<file path="config.mk">
export PLATFORM = sky130hd
export DESIGN_NAME = generador_figuras_param
export DESIGN_NICKNAME = d
export VERILOG_FILES = /design/src/rtl/generador_figuras_param.sv
export SDC_FILE = /design/constraint.sdc
export NUM_CORES = 1
export LEC_CHECK = 0
export CAP_MARGIN = 20
export CELL_PAD_IN_SITES_DETAIL_PLACEMENT = 1
export CELL_PAD_IN_SITES_GLOBAL_PLACEMENT = 1
export CORE_AREA = 2 2 194 196
export DETAILED_ROUTE_END_ITERATION = 8
export DIE_AREA = 0 0 196 198
export GPL_TIMING_DRIVEN = 0
export PLACE_DENSITY_LB_ADDON = 0.1
export SYNTH_ARGS = -nofsm -noshare
export SYNTH_HDL_FRONTEND = slang
export SYNTH_SLANG_ARGS = --single-unit
</file>
<file path="constraint.sdc">
create_clock -name clk -period 4.05 [get_ports clk]
set_input_delay 0.6075 -clock clk [delete_from_list [all_inputs] [get_ports clk]]
set_output_delay 0.6075 -clock clk [all_outputs]
set_load 0.01 [all_outputs]
</file>
<file path="src/rtl/generador_figuras_param.sv">
// generador_figuras_param: registered N-box rectangle generator with per-box fill/border/blink for the 640x480 VGA path
//   clk, reset (async, active-low) | video_on, pixel_x, pixel_y, ring_active
//   cfg_we, cfg_idx, cfg_sel (0 XL,1 XR,2 YT,3 YB,4 colour,5 mode), cfg_wdata (mode: b0 en, b1 border, b2 blink)
//   graph_on, fig_RGB, box_hit: one register stage after the presented pixel
module generador_figuras_param #(
  parameter int N_BOX        = 4,
  parameter int RGB_W        = 8,
  parameter int COORD_W      = 10,
  parameter int BORDER_W     = 2,
  parameter int BLINK_FRAMES = 30
) (
  input  logic               clk,
  input  logic               reset,
  input  logic               video_on,
  input  logic [COORD_W-1:0] pixel_x,
  input  logic [COORD_W-1:0] pixel_y,
  input  logic               ring_active,
  input  logic               cfg_we,
  input  logic [2:0]         cfg_idx,
  input  logic [2:0]         cfg_sel,
  input  logic [COORD_W-1:0] cfg_wdata,
  output logic               graph_on,
  output logic [RGB_W-1:0]   fig_RGB,
  output logic [N_BOX-1:0]   box_hit
);
  // two guard bits keep inner bounds signed and overflow-free at both ends of the range
  localparam int IW = COORD_W + 2;
  localparam int CW = BLINK_FRAMES > 1 ? $clog2(BLINK_FRAMES) : 1;
  logic [COORD_W-1:0] xl [N_BOX];
  logic [COORD_W-1:0] xr [N_BOX];
  logic [COORD_W-1:0] yt [N_BOX];
  logic [COORD_W-1:0] yb [N_BOX];
  logic [RGB_W-1:0]   colour [N_BOX];
  logic [2:0]         mode [N_BOX];
  logic [N_BOX-1:0]   hit;
  logic [RGB_W-1:0]   rgb;
  logic [CW-1:0]      frame_cnt;
  logic               blink_phase, prev_origin, origin, frame_start, wrap;
  logic signed [IW-1:0] sx, sy;

  assign sx = $signed({2'b00, pixel_x});
  assign sy = $signed({2'b00, pixel_y});

  for (genvar b = 0; b < N_BOX; b++) begin : g_box
    logic signed [IW-1:0] ixl, ixr, iyt, iyb;
    logic outer, inner;
    assign ixl = $signed({2'b00, xl[b]}) + IW'(BORDER_W);
    assign ixr = $signed({2'b00, xr[b]}) - IW'(BORDER_W);
    assign iyt = $signed({2'b00, yt[b]}) + IW'(BORDER_W);
    assign iyb = $signed({2'b00, yb[b]}) - IW'(BORDER_W);
    assign outer = mode[b][0] && pixel_x >= xl[b] && pixel_x <= xr[b] && pixel_y >= yt[b] && pixel_y <= yb[b];
    // an inverted inner rectangle (box too small) is empty, so the whole box becomes border
    assign inner = sx >= ixl && sx <= ixr && sy >= iyt && sy <= iyb;
    assign hit[b] = outer && !(mode[b][1] && inner) && !(mode[b][2] && ring_active && blink_phase);
  end

  // walk from highest index down so the lowest-index hit wins
  always_comb begin
    rgb = '0;
    for (int i = N_BOX - 1; i >= 0; i--)
      if (hit[i]) rgb = colour[i];
  end

  // origin may be held for several clocks behind a pixel-tick enable; pulse only on its first clock
  assign origin      = pixel_x == '0 && pixel_y == '0;
  assign frame_start = origin && !prev_origin;
  assign wrap        = frame_start && frame_cnt == CW'(BLINK_FRAMES - 1);

  always_ff @(posedge clk or negedge reset)
    if (!reset)
      for (int i = 0; i < N_BOX; i++) begin
        xl[i]     <= COORD_W'(i == 0 ? 160 : i == 1 ? 48 : i == 2 ? 336 : 0);
        xr[i]     <= COORD_W'(i == 0 ? 479 : i == 1 ? 303 : i == 2 ? 591 : 0);
        yt[i]     <= COORD_W'(i == 0 ? 64 : i < 3 ? 352 : 0);
        yb[i]     <= COORD_W'(i == 0 ? 255 : i < 3 ? 447 : 0);
        colour[i] <= i < 3 ? RGB_W'(8'h1E) : '0;
        mode[i]   <= i == 2 ? 3'b101 : i < 2 ? 3'b001 : 3'b000;
      end
    else if (cfg_we)
      for (int i = 0; i < N_BOX; i++)
        if (cfg_idx == 3'(i)) begin
          if (cfg_sel == 3'd0) xl[i] <= cfg_wdata;
          if (cfg_sel == 3'd1) xr[i] <= cfg_wdata;
          if (cfg_sel == 3'd2) yt[i] <= cfg_wdata;
          if (cfg_sel == 3'd3) yb[i] <= cfg_wdata;
          if (cfg_sel == 3'd4) colour[i] <= cfg_wdata[RGB_W-1:0];
          if (cfg_sel == 3'd5) mode[i] <= cfg_wdata[2:0];
        end

  always_ff @(posedge clk or negedge reset)
    if (!reset) begin
      prev_origin <= 1'b0;
      frame_cnt   <= '0;
      blink_phase <= 1'b0;
      graph_on    <= 1'b0;
      fig_RGB     <= '0;
      box_hit     <= '0;
    end else begin
      prev_origin <= origin;
      frame_cnt   <= !ring_active ? '0 : wrap ? '0 : frame_start ? frame_cnt + 1'b1 : frame_cnt;
      blink_phase <= ring_active && (blink_phase ^ wrap);
      graph_on    <= video_on && |hit;
      fig_RGB     <= video_on ? rgb : '0;
      box_hit     <= video_on ? hit : '0;
    end
endmodule

</file>
== After elaboration in Yosys (flattened, before gate mapping) ==
Index checks and enable logic that the tools add are counted.
Cells by class
  add/subtract/negate cells: 17
  magnitude comparators: 32
  eq/ne operators: 10
  muxes and demuxes: 9
  bitwise gates (word level): 1
  reductions and logical operators: 91
Operators with widths (count)
  10-bit by 2-bit adder with 11-bit output (second input constant): 8
  10-bit by 11-bit greater-or-equal comparator with 1-bit output: 8
  11-bit less-or-equal comparator: 8
  10-bit by 2-bit subtractor with 11-bit output (second input constant): 8
  10-bit greater-or-equal comparator: 8
  10-bit less-or-equal comparator: 8
  3-bit AND reduction: 24
  1-bit logical AND: 53
  8-bit 2-to-1 mux: 5
  10-bit logical NOT: 2
  5-bit 2-to-1 mux: 3
  3-bit by 2-bit == test with 1-bit output (second input constant): 4
  1-bit logical NOT: 9
  3-bit by 1-bit == test with 1-bit output (second input constant): 2
  3-bit == test (second input constant): 2
  3-bit logical NOT: 2
  5-bit by 1-bit adder with 5-bit output (second input constant): 1
  5-bit == test (second input constant): 1
  4-bit 2-to-1 mux: 1
  4-bit OR reduction: 1
  3-bit by 1-bit inequality test with 1-bit output (second input constant): 1
  1-bit XOR: 1
Word-level totals
  register bits after elaboration: 224
  input bits: 41
  output and inout bits: 13
  word-level logic and storage cells: 190

== Depth between registers and ports, before layout ==
  depth in word-level cells: 14
  gate-level depth with buffers: 16
  gate-level depth less buffers: 15

== Worst setup path before layout ==
OpenSTA, ideal clock, no wires.
  path kind: register to register
  from: register yb[14] in the netlist's numbering
  to: register fig_RGB[0]
  setup time: 0.126 ns
  arrival time: 3.397 ns
  data required time: 3.924 ns
  setup slack: 0.527 ns
  stages on the path, launching flop included: 15
  buffers on the path: 1
  period minus slack after synthesis: 3.523 ns
  cell sequence: dfstp_2 or4_4 nor4_1 xnor2_1 ha_1 a21oi_1 nor2b_2 o22a_1 or4_1 nor4_1 or4_4 buf_6 mux2i_1 and2_1 a221o_1
Between the ends
  word-level cells in the longest chain between the ends: 11
  elaborated cells on any way between the ends: 13
  classes of those cells: 1 x add/sub; 2 x order compare; 4 x mux; 6 x reduce/logical
Ends and longest elaborated chain
  start: declaration: line 32  | logic [COORD_W-1:0] yb [N_BOX];
  start signal: indexed assignment: line 75  | yb[i] <= COORD_W'(i == 0 ? 255 : i < 3 ? 447 : 0);
  start signal: indexed assignment: line 85  | if (cfg_sel == 3'd3) yb[i] <= cfg_wdata;
  10-bit by 2-bit subtractor with 11-bit output: line 50  | assign iyb = $signed({2'b00, yb[b]}) - IW'(BORDER_W);
  11-bit less-or-equal comparator: line 53  | assign inner = sx >= ixl && sx <= ixr && sy >= iyt && sy <= iyb;
  1-bit logical AND: line 53
  1-bit logical AND: line 54  | assign hit[b] = outer && !(mode[b][1] && inner) && !(mode[b][2] && ring_active && blink_phase);
  1-bit logical NOT: line 54
  1-bit logical AND * (2 in series): line 54
  8-bit 2-to-1 mux * (3 in series): line 61  | if (hit[i]) rgb = colour[i];
  8-bit 2-to-1 mux *: line 103  | fig_RGB <= video_on ? rgb : '0;
  end signal: assignment: line 103
  end: declaration: line 23  | output logic [RGB_W-1:0] fig_RGB,
Mark *: on every way between the ends. The rest lies on a longest branch, timed or not.
A chain may end at the register's enable or synchronous reset.

== Worst setup path in the final report ==
  from: input port pixel_x[4]
  to: register fig_RGB[4]
Between the ends
  word-level cells in the longest chain between the ends: 13
  elaborated cells on any way between the ends: 65
  classes of those cells: 16 x order compare; 5 x mux; 44 x reduce/logical
Ends and longest elaborated chain
  start: declaration: line 15  | input logic [COORD_W-1:0] pixel_x,
  10-bit by 11-bit greater-or-equal comparator with 1-bit output or 11-bit less-or-equal comparator (tied branches): line 53
  1-bit logical AND (3 in series): line 53
  1-bit logical AND: line 54
  1-bit logical NOT: line 54
  1-bit logical AND (2 in series): line 54
  8-bit 2-to-1 mux (3 in series): line 61
  8-bit 2-to-1 mux *: line 61
  8-bit 2-to-1 mux *: line 103
Marks and branches as above.

==> report_table.html <==
<table>
<tr><th>Metric</th><th>Value</th></tr>
<tr><th colspan="2">Floorplan</th></tr>
<tr><td>Core Box Area</td><td>37000 sq um</td></tr>
<tr><td>Die H</td><td>198 microns</td></tr>
<tr><td>Cell row count</td><td>71</td></tr>
<tr><td>Width of the die</td><td>196 microns</td></tr>
<tr><td>Starting utilization of the core area</td><td>48.9%</td></tr>
<tr><td>I/O Pins</td><td>54</td></tr>
<tr><td>Overall die area</td><td>38800 sq um</td></tr>
<tr><th colspan="2">Drt</th></tr>
<tr><td>Pre-antenna DRT Iters</td><td>5</td></tr>
<tr><td>Detailed-route via count</td><td>14700</td></tr>
<tr><td>Routed wire per std cell</td><td>24.0 microns</td></tr>
<tr><td>Average vias per placed instance</td><td>6.07</td></tr>
<tr><td>DRC violations left</td><td>0</td></tr>
<tr><td>Final routed wirelength across all metal layers</td><td>58000 microns</td></tr>
<tr><td>Remaining antenna violation count</td><td>0</td></tr>
<tr><td>Detailed router's first-iteration violation count</td><td>578</td></tr>
<tr><th colspan="2">Setup path</th></tr>
<tr><td>Arrival time at the worst endpoint</td><td>4410 ps</td></tr>
<tr><td>Register-to-Register Path Depth</td><td>14</td></tr>
<tr><td>Slack of the worst reg-to-reg path</td><td>160 ps</td></tr>
<tr><td>Peak fanout along the critical path</td><td>10</td></tr>
<tr><td>Worst reg2reg endpoint</td><td>fig_RGB[6]</td></tr>
<tr><td>Ordered list of cells on the worst path</td><td>clkdlybuf4s50_1, buf_8, ha_1, nand4_1, nor3_1, o41ai_1, o2111ai_1, or4_4, buf_6, mux2i_1, and2_1, a221o_1</td></tr>
<tr><td>Worst Setup Start Kind</td><td>input pin</td></tr>
<tr><td>Startpoint of the worst-slack reg-to-reg timing path</td><td>xr[26]</td></tr>
<tr><td>CP bufs+invs</td><td>3</td></tr>
<tr><td>Crit end category</td><td>register</td></tr>
<tr><td>Biggest cell delay along the critical path</td><td>740 ps</td></tr>
<tr><td>Slowest library cell on the worst path</td><td>clkdlybuf4s50_1</td></tr>
<tr><td>Family with the most delay on the worst path</td><td>buffers and inverters</td></tr>
<tr><td>Class of the most critical setup path</td><td>input pin to register</td></tr>
<tr><td>Req. time, crit path</td><td>4490 ps</td></tr>
<tr><th colspan="2">Synthesis</th></tr>
<tr><td>Number of synthesized flops with an enable pin</td><td>0</td></tr>
<tr><td>Netlist area before placement</td><td>18100 sq um</td></tr>
<tr><td>Sequential-to-total area share from yosys stat</td><td>31.5%</td></tr>
<tr><td>Synth area leader</td><td>ha_1</td></tr>
<tr><td>Main area contributors after synthesis</td><td>ha_1 22%, dfrtp_1 21%, dfstp_2 11%</td></tr>
<tr><td>Synthesized area per cell</td><td>9.85 sq um</td></tr>
<tr><td>Commonest cells in the netlist</td><td>322 x ha_1, 184 x inv_1, 151 x mux2_2</td></tr>
<tr><td>Share of the synthesized area in the top cell type</td><td>22.3%</td></tr>
<tr><td>Most used flip-flop cell after synthesis</td><td>dfrtp_1</td></tr>
<tr><td>Dominant cell by count in the synthesized netlist</td><td>ha_1</td></tr>
<tr><td>Synthesized instance count</td><td>1835</td></tr>
<tr><td>Synthesis Warnings</td><td>0</td></tr>
<tr><td>Net Count, Synth</td><td>2198</td></tr>
<tr><td>Number of synthesized register bits</td><td>224</td></tr>
<tr><td>FFs w/ async S/R, synth</td><td>100%</td></tr>
<tr><td>Count of different cell masters after synthesis</td><td>86</td></tr>
<tr><th colspan="2">Layout</th></tr>
<tr><td>Antenna Diode Count</td><td>0</td></tr>
<tr><td>Seq. cell area</td><td>5700 sq um</td></tr>
<tr><td>Area added between synthesis and finish</td><td>13.1%</td></tr>
<tr><td>Fraction of final layout cells with drive strength greater than 1</td><td>17.1%</td></tr>
<tr><td>Final layout net count</td><td>2290</td></tr>
<tr><td>Multi-input gate area</td><td>11700 sq um</td></tr>
<tr><td>Final core occ</td><td>55.3%</td></tr>
<tr><td>Final cell count without fillers</td><td>2422</td></tr>
<tr><td>Filler cell count in the final layout</td><td>4151</td></tr>
<tr><td>Design area</td><td>20400 sq um</td></tr>
<tr><th colspan="2">Placed design</th></tr>
<tr><td>Placed Cells incl. Taps</td><td>2365</td></tr>
<tr><td>Dpl hpwl</td><td>42300 microns</td></tr>
<tr><td>Buffers on Ports</td><td>47</td></tr>
<tr><td>Post-DP Area</td><td>19400 sq um</td></tr>
<tr><td>Final weighted congestion in routability-driven placement</td><td>0.853</td></tr>
<tr><th colspan="2">CTS</th></tr>
<tr><td>Clock latency on the worst-skew pair</td><td>560 ps</td></tr>
<tr><td>Number of sinks driven by the clock tree</td><td>224</td></tr>
<tr><td>Number of buffers created by CTS</td><td>27</td></tr>
<tr><td>Root Driver</td><td>clkbuf_16</td></tr>
<tr><td>CTS Hold Buffers Added</td><td>0</td></tr>
<tr><td>Clock slew at the register clock pins of the worst setup and hold paths</td><td>60 ps</td></tr>
<tr><td>Maximum clock insertion buffer count</td><td>3</td></tr>
<tr><td>CTS tree</td><td>done</td></tr>
<tr><td>H-tree lvl count</td><td>1</td></tr>
<tr><th colspan="2">Timing</th></tr>
<tr><td>Post-layout min period</td><td>3970 ps</td></tr>
<tr><td>Final critical-path share of the clock period</td><td>98.0%</td></tr>
<tr><td>Final hold slack</td><td>111 ps</td></tr>
<tr><td>Fin Clk Skew</td><td>34.7 ps</td></tr>
<tr><td>Unrepaired setup endpoints after global routing</td><td>false</td></tr>
<tr><td>Total count of max-transition violations in the final report</td><td>0</td></tr>
<tr><td>Max Clk Rate</td><td>252 MHz</td></tr>
<tr><td>Final hold violations</td><td>0</td></tr>
<tr><td>Final setup viols</td><td>0</td></tr>
<tr><td>Pin slew with the least headroom to its limit</td><td>1120 ps</td></tr>
<tr><td>Worst-case headroom to the max-slew limit</td><td>25.4%</td></tr>
<tr><th colspan="2">Worst hold path</th></tr>
<tr><td>Path category of the worst min-delay check</td><td>input pin to asynchronous set/reset pin</td></tr>
<tr><th colspan="2">Power and ir drop</th></tr>
<tr><td>Worst IR drop on VDD</td><td>342 uV</td></tr>
<tr><td>Switching part of the total power</td><td>36.7%</td></tr>
<tr><td>Leak</td><td>0.00914 uW</td></tr>
<tr><td>Proportion of power drawn by the clock network</td><td>27.9%</td></tr>
<tr><td>Cell Pwr Density</td><td>416 nW/um^2</td></tr>
<tr><td>Portion of total power attributed to sequential cells</td><td>34.6%</td></tr>
<tr><td>Combinational share of power</td><td>37.5%</td></tr>
<tr><td>Internal power</td><td>5370 uW</td></tr>
<tr><td>P_sw</td><td>3120 uW</td></tr>
<tr><th colspan="2">Global routing</th></tr>
<tr><td>Total congestion overflow</td><td>0</td></tr>
<tr><td>Antenna violations before repair</td><td>1</td></tr>
<tr><td>Maximum number of pins on one net before global-route repair</td><td>120</td></tr>
<tr><td>Global-route total usage across every layer</td><td>30.0%</td></tr>
<tr><td>Number of global-route vias before repair</td><td>15700</td></tr>
<tr><td>First-pass GRT wire length</td><td>89700 microns</td></tr>
<tr><th colspan="2">Run status</th></tr>
<tr><td>Result of the run</td><td>finished, final reports clean</td></tr>
<tr><th colspan="2">Flow run</th></tr>
<tr><td># Max-Cap Violations</td><td>0</td></tr>
</table>
-- kinds of logic (layout without fill, tap and decap cells) --
family | after synthesis | count (layout) | synth area share [%]
simple gates | 453 | 453 | 13.1
compound gates | 338 | 338 | 12.7
fa+ha+maj | 322 | 322 | 22.3
flops | 224 | 224 | 31.5
buf+inv | 219 | 332 | 4.59
mux | 167 | 167 | 10.3
xor+xnor | 112 | 112 | 5.43
-- worst max-delay path by stage --
stage	start	end	slack, ps	cells after the start
final	pixel_x[4]	fig_RGB[4]	80	12
after global routing	pixel_x[4]	fig_RGB[3]	10	12
after CTS	xr[26]	fig_RGB[4]	4	14
after detailed placement	pixel_x[3]	fig_RGB[0]	-1260	11
after global placement	reset	box_hit[0]	-7350	1
after floorplan	yb[14]	fig_RGB[0]	530	14
-- cell type report --
| class | count | share of cell area [%] |
|---|---|---|
| Multi-Input combinational cell | 1392 | 57.1 |
| Sequential cell | 224 | 27.9 |
| Timing Repair Buffer | 63 | 3.85 |
| Buffer | 31 | 0.606 |
| Clock buffer | 32 | 3.50 |
| Inverter | 188 | 3.45 |
| Clock inverter | 18 | 0.686 |
| Tap cell | 474 | 2.90 |
-- cells in the final DEF, fill, tap and decap left out, types with 9 or more instances in the layout --
master           netlist  layout
o21ai_1               11      12
o211ai_1              13      13
o2111ai_1              9       9
a21o_1                23      23
dfrtp_1              150     150
and2_1                15      15
mux2_2               151     151
a211oi_1              12      12
nand4_1               41      41
o21bai_1              11      11
inv_1                184     184
nor4_1                22      18
clkbuf_1              29      32
nand3_1               70      69
ha_1                 322     321
a21oi_1               64      63
dfstp_2               74      74
mux2i_1                9       9
nor3_1                51      47
xnor2_1              112     112
nor2_1                54      54
o21ai_0               84      83
clkbuf_16              0      27
nand2b_1              14      14
a221oi_1              12      11
nand2_1              110     110
o21a_1                17      17
and3_1                11      11
clkdlybuf4s50_1        0      37
nor2b_1               20      20
a221o_1                9       9
-- state kept, by name, summed over array words and instances, names as in the netlist --
name,cells
blink_phase,1
box_hit,4
colour,32
fig_RGB,8
frame_cnt,5
graph_on,1
mode,12
prev_origin,1
xl,40
xr,40
yb,40
yt,40
-- through the flow --
stage / total power, uW / setup TNS, ps / setup slack (ps)
final: 8490 / 0 / 82.2
after global routing: 9060 / 0 / 9.71
after CTS: 8480 / 0 / 3.98
after detailed placement: 6040 / -12200 / -1260
after global placement: 5800 / -1431520 / -7350
after floorplan: 5010 / 0 / 527
-- power groups by stage --
stage                     Sequential [uW]  Clock, uW  Combinational (uW)
after floorplan                      2860          0                2140
after global placement               2940          0                2860
after detailed placement             2960          0                3080
after CTS                            2930       2420                3130
after global routing                 2980       2490                3580
final                                2940       2360                3190
-- layer usage --
| metal | global-route usage, % | vias to the layer above | share of wire (%) |
|---|---|---|---|
| met1 | 38.5 | 7474 | 44 |
| met5 | 0 | - | 0.022 |
| met3 | 3.19 | 97 | 3.3 |
| li1 | - | 6888 | - |
| met2 | 52.9 | 245 | 49 |
| met4 | 9.79 | 2 | 3.2 |
-- repair_timing --
action	in CTS	in global routing
hold endpoints to repair	0	0
gates cloned	0	0
buffers inserted	0	2
resized for setup	17	24
pin swaps	0	6
endpoints found under the setup margin	10	9
No activity file was read; power rests on OpenSTA's default activity.
